## src/rtl/fpga_reset_sequencer.sv

```systemverilog
// fpga_reset_sequencer
//   Front-end reset source for the board clocking. After power-up, a lock
//   loss or a user button press, it pulses mmcm_reset. It then waits until
//   every MMCM lock has been stable for LOCK_STABLE_CYCLES before it releases
//   sys_reset. A WAIT_LOCK that lasts LOCK_TIMEOUT_CYCLES re-pulses the MMCMs.
//   Lock timeouts and lock losses in RUN are counted in fault_count, which
//   saturates at 255.
//
// Optional feature macro: RESET_SEQ_BUTTON_EN
//   defined   -> the button synchronizer and debouncer are built.
//   undefined -> the button port is ignored.
//
// Ports
//   clock       in  free-running reference clock (not from an MMCM)
//   areset      in  asynchronous active-high reset (power-on / PS reset)
//   button      in  asynchronous active-high user reset button
//   locked      in  [NUM_LOCKS] asynchronous MMCM/PLL lock flags
//   mmcm_reset  out registered reset to the MMCM(s)
//   sys_reset   out registered active-high reset for the downstream chain
//   state       out [3] FSM state: 0 RST, 1 PULSE, 2 WAIT_LOCK, 3 STABLE, 4 RUN
//   fault_count out [8] saturating count of lock timeouts and lock losses
`timescale 1ns/1ps
module fpga_reset_sequencer #(
  parameter int NUM_LOCKS           = 2,
  parameter int MMCM_RST_CYCLES     = 16,
  parameter int LOCK_STABLE_CYCLES  = 1024,
  parameter int LOCK_TIMEOUT_CYCLES = 65536,
  parameter int BTN_DEBOUNCE_BITS   = 16
) (
  input  logic                 clock,
  input  logic                 areset,
  input  logic                 button,
  input  logic [NUM_LOCKS-1:0] locked,
  output logic                 mmcm_reset,
  output logic                 sys_reset,
  output logic [2:0]           state,
  output logic [7:0]           fault_count
);

  typedef enum logic [2:0] {
    ST_RST       = 3'd0,
    ST_PULSE     = 3'd1,
    ST_WAIT_LOCK = 3'd2,
    ST_STABLE    = 3'd3,
    ST_RUN       = 3'd4
  } state_t;

  // The shared state counter must hold the largest cycle parameter.
  localparam int CNT_MAX_AB = (MMCM_RST_CYCLES > LOCK_STABLE_CYCLES) ?
                              MMCM_RST_CYCLES : LOCK_STABLE_CYCLES;
  localparam int CNT_MAX    = (CNT_MAX_AB > LOCK_TIMEOUT_CYCLES) ?
                              CNT_MAX_AB : LOCK_TIMEOUT_CYCLES;
  localparam int CNT_W      = $clog2(CNT_MAX + 1);

  localparam logic [CNT_W-1:0] CNT_ONE      = CNT_W'(1'b1);
  localparam logic [CNT_W-1:0] CNT_TOP      = CNT_W'(CNT_MAX);
  localparam logic [CNT_W-1:0] PULSE_LAST   = CNT_W'(MMCM_RST_CYCLES - 1);
  localparam logic [CNT_W-1:0] STABLE_LAST  = CNT_W'(LOCK_STABLE_CYCLES - 1);
  localparam logic [CNT_W-1:0] TIMEOUT_LAST = CNT_W'(LOCK_TIMEOUT_CYCLES - 1);

  logic [NUM_LOCKS-1:0] lock_meta_q;
  logic [NUM_LOCKS-1:0] lock_sync_q;
  logic                 all_locked_s;
  logic                 btn_press_s;

  state_t           state_q, state_d;
  logic [CNT_W-1:0] cnt_q, cnt_d;
  logic [7:0]       fault_q, fault_d;
  logic             mmcm_reset_q, mmcm_reset_d;
  logic             sys_reset_q, sys_reset_d;
  logic             fault_s;
  logic             restart_s;

  // Two-flop synchronizer for the asynchronous lock flags.
  always_ff @(posedge clock or posedge areset) begin
    if (areset) begin
      lock_meta_q <= '0;
      lock_sync_q <= '0;
    end else begin
      lock_meta_q <= locked;
      lock_sync_q <= lock_meta_q;
    end
  end

  assign all_locked_s = &lock_sync_q;

`ifdef RESET_SEQ_BUTTON_EN
  localparam logic [BTN_DEBOUNCE_BITS-1:0] BTN_ONE = BTN_DEBOUNCE_BITS'(1'b1);

  logic                         btn_meta_q, btn_sync_q;
  logic                         btn_stable_q, btn_stable_d;
  logic                         btn_press_q, btn_press_d;
  logic [BTN_DEBOUNCE_BITS-1:0] btn_cnt_q, btn_cnt_d;

  // Debouncer: the synchronized level must differ from the accepted level for
  // 2^BTN_DEBOUNCE_BITS consecutive clocks; any bounce restarts the count.
  always_comb begin
    btn_stable_d = btn_stable_q;
    btn_press_d  = 1'b0;
    btn_cnt_d    = '0;
    if (btn_sync_q != btn_stable_q) begin
      if (&btn_cnt_q) begin
        btn_stable_d = btn_sync_q;
        btn_press_d  = btn_sync_q;  // only a rising edge is a press
      end else begin
        btn_cnt_d = btn_cnt_q + BTN_ONE;
      end
    end else begin
      btn_cnt_d = '0;
    end
  end

  // Button synchronizer and debounce state registers.
  always_ff @(posedge clock or posedge areset) begin
    if (areset) begin
      btn_meta_q   <= 1'b0;
      btn_sync_q   <= 1'b0;
      btn_stable_q <= 1'b0;
      btn_press_q  <= 1'b0;
      btn_cnt_q    <= '0;
    end else begin
      btn_meta_q   <= button;
      btn_sync_q   <= btn_meta_q;
      btn_stable_q <= btn_stable_d;
      btn_press_q  <= btn_press_d;
      btn_cnt_q    <= btn_cnt_d;
    end
  end

  assign btn_press_s = btn_press_q;
`else
  logic unused_button_s;
  assign unused_button_s = button;
  assign btn_press_s     = 1'b0;
`endif

  // Next-state, counter, fault and registered-output logic.
  always_comb begin
    state_d   = state_q;
    fault_s   = 1'b0;
    restart_s = 1'b0;
    case (state_q)
      ST_RST: begin
        state_d = ST_PULSE;
      end
      ST_PULSE: begin
        if (btn_press_s) begin
          restart_s = 1'b1;
        end else if (cnt_q == PULSE_LAST) begin
          state_d = ST_WAIT_LOCK;
        end else begin
          state_d = ST_PULSE;
        end
      end
      ST_WAIT_LOCK: begin
        // A timeout is counted even when a press arrives in the same cycle.
        if (!all_locked_s && (cnt_q == TIMEOUT_LAST)) begin
          state_d = ST_PULSE;
          fault_s = 1'b1;
        end else if (btn_press_s) begin
          state_d = ST_PULSE;
        end else if (all_locked_s) begin
          state_d = ST_STABLE;
        end else begin
          state_d = ST_WAIT_LOCK;
        end
      end
      ST_STABLE: begin
        if (!all_locked_s) begin
          state_d = ST_WAIT_LOCK;
        end else if (btn_press_s) begin
          state_d = ST_PULSE;
        end else if (cnt_q == STABLE_LAST) begin
          state_d = ST_RUN;
        end else begin
          state_d = ST_STABLE;
        end
      end
      ST_RUN: begin
        // Lock loss wins over a coincident press: one PULSE, one increment.
        if (!all_locked_s) begin
          state_d = ST_PULSE;
          fault_s = 1'b1;
        end else if (btn_press_s) begin
          state_d = ST_PULSE;
        end else begin
          state_d = ST_RUN;
        end
      end
      default: begin
        state_d = ST_RST;
      end
    endcase

    // Counter clears on every state entry; it holds at its top in RUN.
    if (restart_s || (state_d != state_q)) begin
      cnt_d = '0;
    end else if (cnt_q != CNT_TOP) begin
      cnt_d = cnt_q + CNT_ONE;
    end else begin
      cnt_d = cnt_q;
    end

    if (fault_s && (fault_q != 8'hFF)) begin
      fault_d = fault_q + 8'd1;
    end else begin
      fault_d = fault_q;
    end

    mmcm_reset_d = (state_d == ST_PULSE) || (state_d == ST_RST);
    sys_reset_d  = (state_d != ST_RUN);
  end

  // State register; areset forces RST and raises both resets at once.
  always_ff @(posedge clock or posedge areset) begin
    if (areset) begin
      state_q      <= ST_RST;
      cnt_q        <= '0;
      fault_q      <= 8'd0;
      mmcm_reset_q <= 1'b1;
      sys_reset_q  <= 1'b1;
    end else begin
      state_q      <= state_d;
      cnt_q        <= cnt_d;
      fault_q      <= fault_d;
      mmcm_reset_q <= mmcm_reset_d;
      sys_reset_q  <= sys_reset_d;
    end
  end

  assign mmcm_reset  = mmcm_reset_q;
  assign sys_reset   = sys_reset_q;
  assign state       = state_q;
  assign fault_count = fault_q;

endmodule

```

## config.mk

```make
export PLATFORM = sky130hd
export DESIGN_NAME = fpga_reset_sequencer
export DESIGN_NICKNAME = d
export VERILOG_FILES = /design/src/rtl/fpga_reset_sequencer.sv
export SDC_FILE = /design/constraint.sdc
export NUM_CORES = 1
export LEC_CHECK = 0
export BUFFER_PORTS_ARGS = -buffer_cell sky130_fd_sc_hd__buf_2
export CAP_MARGIN = 20
export CORE_MARGIN = 8
export CORE_UTILIZATION = 55
export CTS_BUF_LIST = sky130_fd_sc_hd__clkbuf_8 sky130_fd_sc_hd__clkbuf_16
export DETAILED_ROUTE_END_ITERATION = 10
export GPL_ROUTABILITY_DRIVEN = 0
export PLACE_DENSITY = 0.75
export SYNTH_ARGS = -nofsm -noshare
export SYNTH_HDL_FRONTEND = slang
export SYNTH_SLANG_ARGS = --single-unit
```

## constraint.sdc

```tcl
create_clock -name clock -period 4.8 [get_ports clock]
set_clock_uncertainty 0.15 [all_clocks]
set_input_delay 0.96 -clock clock [delete_from_list [all_inputs] [get_ports clock]]
set_output_delay 0.96 -clock clock [all_outputs]
set_load 0.01 [all_outputs]
```

* Word-level counts from Yosys, hierarchy flattened
Index checks and enable logic that the tools add are counted.
** Operators by class
- Equality and inequality tests :: 12
- Reduce and logical (&&, ||, !) cells :: 8
- Add/sub/neg operators :: 2
- Multiplexer cells :: 12
** Operators by type and width (number)
- $mux 17 :: 2
- $add 17x1->17 const B :: 1
- $eq 17x10->1 const B :: 1
- $eq 17x16->1 const B :: 1
- $eq 17x4->1 const B :: 1
- $ne 17x17->1 const B :: 1
- $pmux 3 s5 :: 1
- $mux 3 :: 3
- $add 8x1->8 const B :: 1
- $ne 8x8->1 const B :: 1
- $eq 3x1->1 const B :: 2
- $eq 3x2->1 const B :: 2
- $logic_not 3->1 :: 2
- $mux 2 :: 2
- $eq 3x3->1 const B :: 1
- $mux 1 :: 3
- $ne 3x3->1 :: 1
- $ne 3x3->1 const B :: 1
- $logic_and 1x1->1 :: 2
- $pmux 1 s2 :: 1
- $reduce_and 2->1 :: 1
- $reduce_bool 2->1 :: 1
- $logic_not 1->1 :: 1
- $logic_or 1x1->1 :: 1
** Word-level totals
- Bits in registers :: 34

* Logic depth before layout (Yosys ltp)
- Word-level depth :: 7
- Depth in mapped cells :: 11

* Least setup slack after synthesis
Ideal clock, no wire load.
- Path type :: reg-to-reg
- Start :: register cnt_q[4]
- End :: register fault_q[3], in the netlist fault_count[3]
- Setup time :: 127 ps
- Setup slack :: 2126 ps
- Path buffers :: 0
- Period minus slack after synthesis :: 2674 ps
- Cell stages (with the launch flop) :: 11
- Arrival time :: 2397 ps
- Cell sequence :: dfrtp_1 -> and4_2 -> nand2_1 -> nor4_1 -> and3_1 -> ha_1 -> and3b_1 -> o21ai_0 -> a21o_1 -> or3_1 -> xnor2_1
** On the way
- Word-level cells in the longest chain between the ends :: 5
** Ends and longest elaborated chain
- start, declared :: RTL line 67 : logic [CNT_W-1:0] cnt_q, cnt_d;
- start signal, assigned :: RTL line 224 : cnt_q <= cnt_d;
- $eq 17x16->1 :: RTL line 157 : if (!all_locked_s && (cnt_q == TIMEOUT_LAST)) begin
- $logic_and 1x1->1 :: RTL line 157
- $mux 1 :: RTL line 157
- $pmux 1 s2 :: RTL line 142 : case (state_q)
- $logic_and 1x1->1 :: RTL line 204 : if (fault_s && (fault_q != 8'hFF)) begin
- end signal, assigned :: RTL line 225 : fault_q <= fault_d;
- end, declared :: RTL line 68 : logic [7:0] fault_q, fault_d;
Every way passes these cells.
A chain may end at the register's enable or synchronous reset.

* Worst setup path in the final report
Ends and elaborated chain as after synthesis.

==> flow_metrics.tcl <==
set metrics [dict create \
    outcome "completed" \
    worstPathCellList "and4_2 > nand2_1 > nor4_1 > and3_1 > ha_1 > and3b_1 > o21ai_0 > a21o_1 > or3_1 > xnor2_1" \
    dr_total_vias 1222 \
    synth_top_area_cell "sky130_fd_sc_hd__dfrtp_1" \
    grt_max_degree 35 \
    tightest_slew_ns 0.471 \
    cts_htree_levels 2 \
    total_wirelength_um 3100 \
    grt_setup_unrepaired "false" \
    yosys_cell_types 46 \
    diodes 0 \
    vdd_ir_drop_max_mv 0.163 \
    core_region_area_um2 3050 \
    holdCritPathClass "flip-flop to flip-flop" \
    syn-num-nets 176 \
    grt.total_usage_pct 12.4 \
    wire_per_inst_um 13.3 \
    place.port_buffers 16 \
    worstSetupEndpointType "flip-flop" \
    slew_viol_final 0 \
    fmax_mhz 323 \
    syn_inst 167 \
    clk_latency_ns 0.28 \
    critPathSlowestCell "sky130_fd_sc_hd__dfrtp_1" \
    clock_tree.root_cell "sky130_fd_sc_hd__clkbuf_8" \
    fin_crit_sh_pct 64.5 \
    tritoncts.num_buffers 5 \
    pin_count 18 \
    globalRouteOverflowTotal 0 \
    synth-edff-count 0 \
    clk_transition_reported_paths_ns 0.07 \
    synth.yosys.seq_area_share_pct 48.7 \
    post_synth_main_area_contributors "sky130_fd_sc_hd__dfrtp_1, sky130_fd_sc_hd__xor2_1, sky130_fd_sc_hd__xnor2_1, sky130_fd_sc_hd__nor2_1, sky130_fd_sc_hd__dfstp_2" \
    power_density_nw_per_um2 288 \
    path_buf_inv 0 \
    die_w_um 72.4 \
    syn_area_um2 1750 \
    setup.worst_path.class "flip-flop to flip-flop" \
    synthToLayoutAreaGrowth_pct 10.1 \
    critPathLaunchType "flip-flop" \
    drtPass1Iterations 4 \
    drcViolationCount 0 \
    slew_headroom_pct 68.3 \
    grt_pass1_vias 1240 \
    rows 20 \
    finalWorstPathRequiredPeriod_ns 3.09 \
    worst_hold_slack_ns 0.194 \
    cts_setup_buffers 0 \
    ys_top_cells_by_count "sky130_fd_sc_hd__dfrtp_1, sky130_fd_sc_hd__nor2_1, sky130_fd_sc_hd__nand2_1, sky130_fd_sc_hd__xor2_1, sky130_fd_sc_hd__xnor2_1" \
    required_worst_endpoint_ns 4.81 \
    tns_ns 0 \
    timing.final.hold_violations 0 \
    number_of_nets_in_the_final_layout 196 \
    total_leakage_power_nw 0.913 \
    post_drt_via_cell_ratio 5.27 \
    synthArstFlopShare_pct 100 \
    grt_pass1_wl_um 5170 \
    synth_top_cell_area_share_pct 45.7 \
    fillers 257 \
    tritoncts_num_sinks 34 \
    tritoncts "done" \
    ys.flop_type "sky130_fd_sc_hd__dfrtp_1" \
    crit_path_max_fanout 6 \
    initial_core_util_pct 57.4 \
    floorplan.die_area_um2 5250 \
    synth-seq-cells 34 \
    drv_cap 0 \
    timing.critical_path.slowest_cell_delay_ns 0.45 \
    holdBufCountCts 0 \
    post_route_cells_drive_above_1_share_pct 20.7 \
    critical_path.top_delay_family "simple AND/OR/NAND/NOR gates" \
    yosysWarningCount 0 \
    postCtsResizedCells 0 \
    1st_iter_drt_viols 68 \
    critPathArrivalTime_ns 3.11 \
    synth.avg_cell_area_um2 10.5 \
    synthMostInstantiatedCell "sky130_fd_sc_hd__dfrtp_1" \
    place.detailed.hpwl_um 2250 \
    cts_buffer_depth 2 \
    antenna_found_initial 0 \
    finalSetupViolCount 0 \
    die_h_um 72.4 \
    detail-route-antenna-nets 0 \
]
==> cells in the final DEF, fill, tap and decap left out, drive strengths merged, types with 4 or more instances in the layout <==
cell	Yosys	routed
buf	1	17
xnor2	10	10
ha	4	4
and3	5	5
xor2	11	11
nor2	23	23
nand3	6	6
inv	9	10
clkbuf	1	6
nor3	4	4
nand2	14	14
dfrtp	32	32
==> registers in the layout, summed over array words and instances (netlist names) <==
register     count
fault_count      8
cnt_q           17
lock_meta_q      2
sys_reset        1
lock_sync_q      2
state            3
mmcm_reset       1
==> worst reg2reg max path: cells and delay by family (launching register included) <==
kind	cells	cell delay [ns]
AOI/OAI and AO/OA	2	0.39
xor gates and xnor gates	1	0.13
adders and majority gates	1	0.19
DFF	1	0.45
and+or+nand+nor	6	1.67
==> layout make-up <==
class                      instances  area [um^2]  share of cell area, %
timing repair buffer              17         87.6                   4.54
tap                               44         55.1                   2.85
multi-input combinational        120          808                   41.9
clock inverter                     2         8.76                  0.454
clock buffer                       6         82.6                   4.28
inverter                           9         33.8                   1.75
sequential                        34          853                   44.2
==> stage by stage <==
| step | utilization [%] | instances | setup slack (ns) | power (mW) | instance area, um^2 |
|---|---|---|---|---|---|
| final | 63.2 | 232 | 1.71 | 0.555 | 1930 |
| after global routing | 63.2 | 232 | 1.52 | 0.579 | 1930 |
| after CTS | 63.2 | 232 | 1.73 | 0.564 | 1930 |
| after detailed placement | 60.2 | 224 | 1.75 | 0.354 | 1840 |
| after global placement | 60.2 | 224 | 1.82 | 0.352 | 1840 |
| after floorplan | - | 167 | 2.13 | 0.347 | 1750 |
==> final timing paths <==
path | cells after the start | slack [ns] | endpoint | from
min in group asynchronous | 3 | 0.61 | cnt_q[15]$_DFFE_PP0P_ | areset
worst max register to register | 10 | 1.71 | fault_count[3]$_DFFE_PP0P_ | cnt_q[4]$_DFFE_PP0P_
worst min register to register | 0 | 0.19 | lock_sync_q[1]$_DFF_PP0_ | lock_meta_q[1]$_DFF_PP0_
worst min-delay path | 0 | 0.19 | lock_sync_q[1]$_DFF_PP0_ | lock_meta_q[1]$_DFF_PP0_
worst max-delay path | 10 | 1.71 | fault_count[3]$_DFFE_PP0P_ | cnt_q[4]$_DFFE_PP0P_
max in group asynchronous | 3 | 3.56 | sys_reset$_DFF_PP1_ | areset
==> kinds of logic (layout without fill, tap and decap cells) <==
family | count (synthesis) | count (layout) | synth area share [%]
simple gates | 80 | 80 | 26.2
flops | 34 | 34 | 48.7
xor+xnor | 21 | 21 | 10.5
compound gates | 13 | 13 | 5.36
buf+inv | 13 | 34 | 5.14
fa+ha+maj | 4 | 4 | 2.86
mux | 2 | 2 | 1.21
==> where the power goes <==
part | internal, mW | switching (mW) | total, mW
Combinational | 0.0160 | 0.0218 | 0.0378
Clock | 0.113 | 0.0935 | 0.207
Sequential | 0.297 | 0.0130 | 0.310
Total | 0.427 | 0.128 | 0.555
==> metal layers <==
metal / share of wire [%] / up-vias / GRT usage (%) / routed length [um]
met5: 0 / - / 0 / 0
met4: 1.1 / 0 / 6.22 / 33
met3: 3.5 / 5 / 3.44 / 108
met2: 50 / 21 / 20.2 / 1540
met1: 46 / 584 / 14.5 / 1420
li1: - / 612 / - / -
Note: power is estimated with default switching activity, not from simulation.
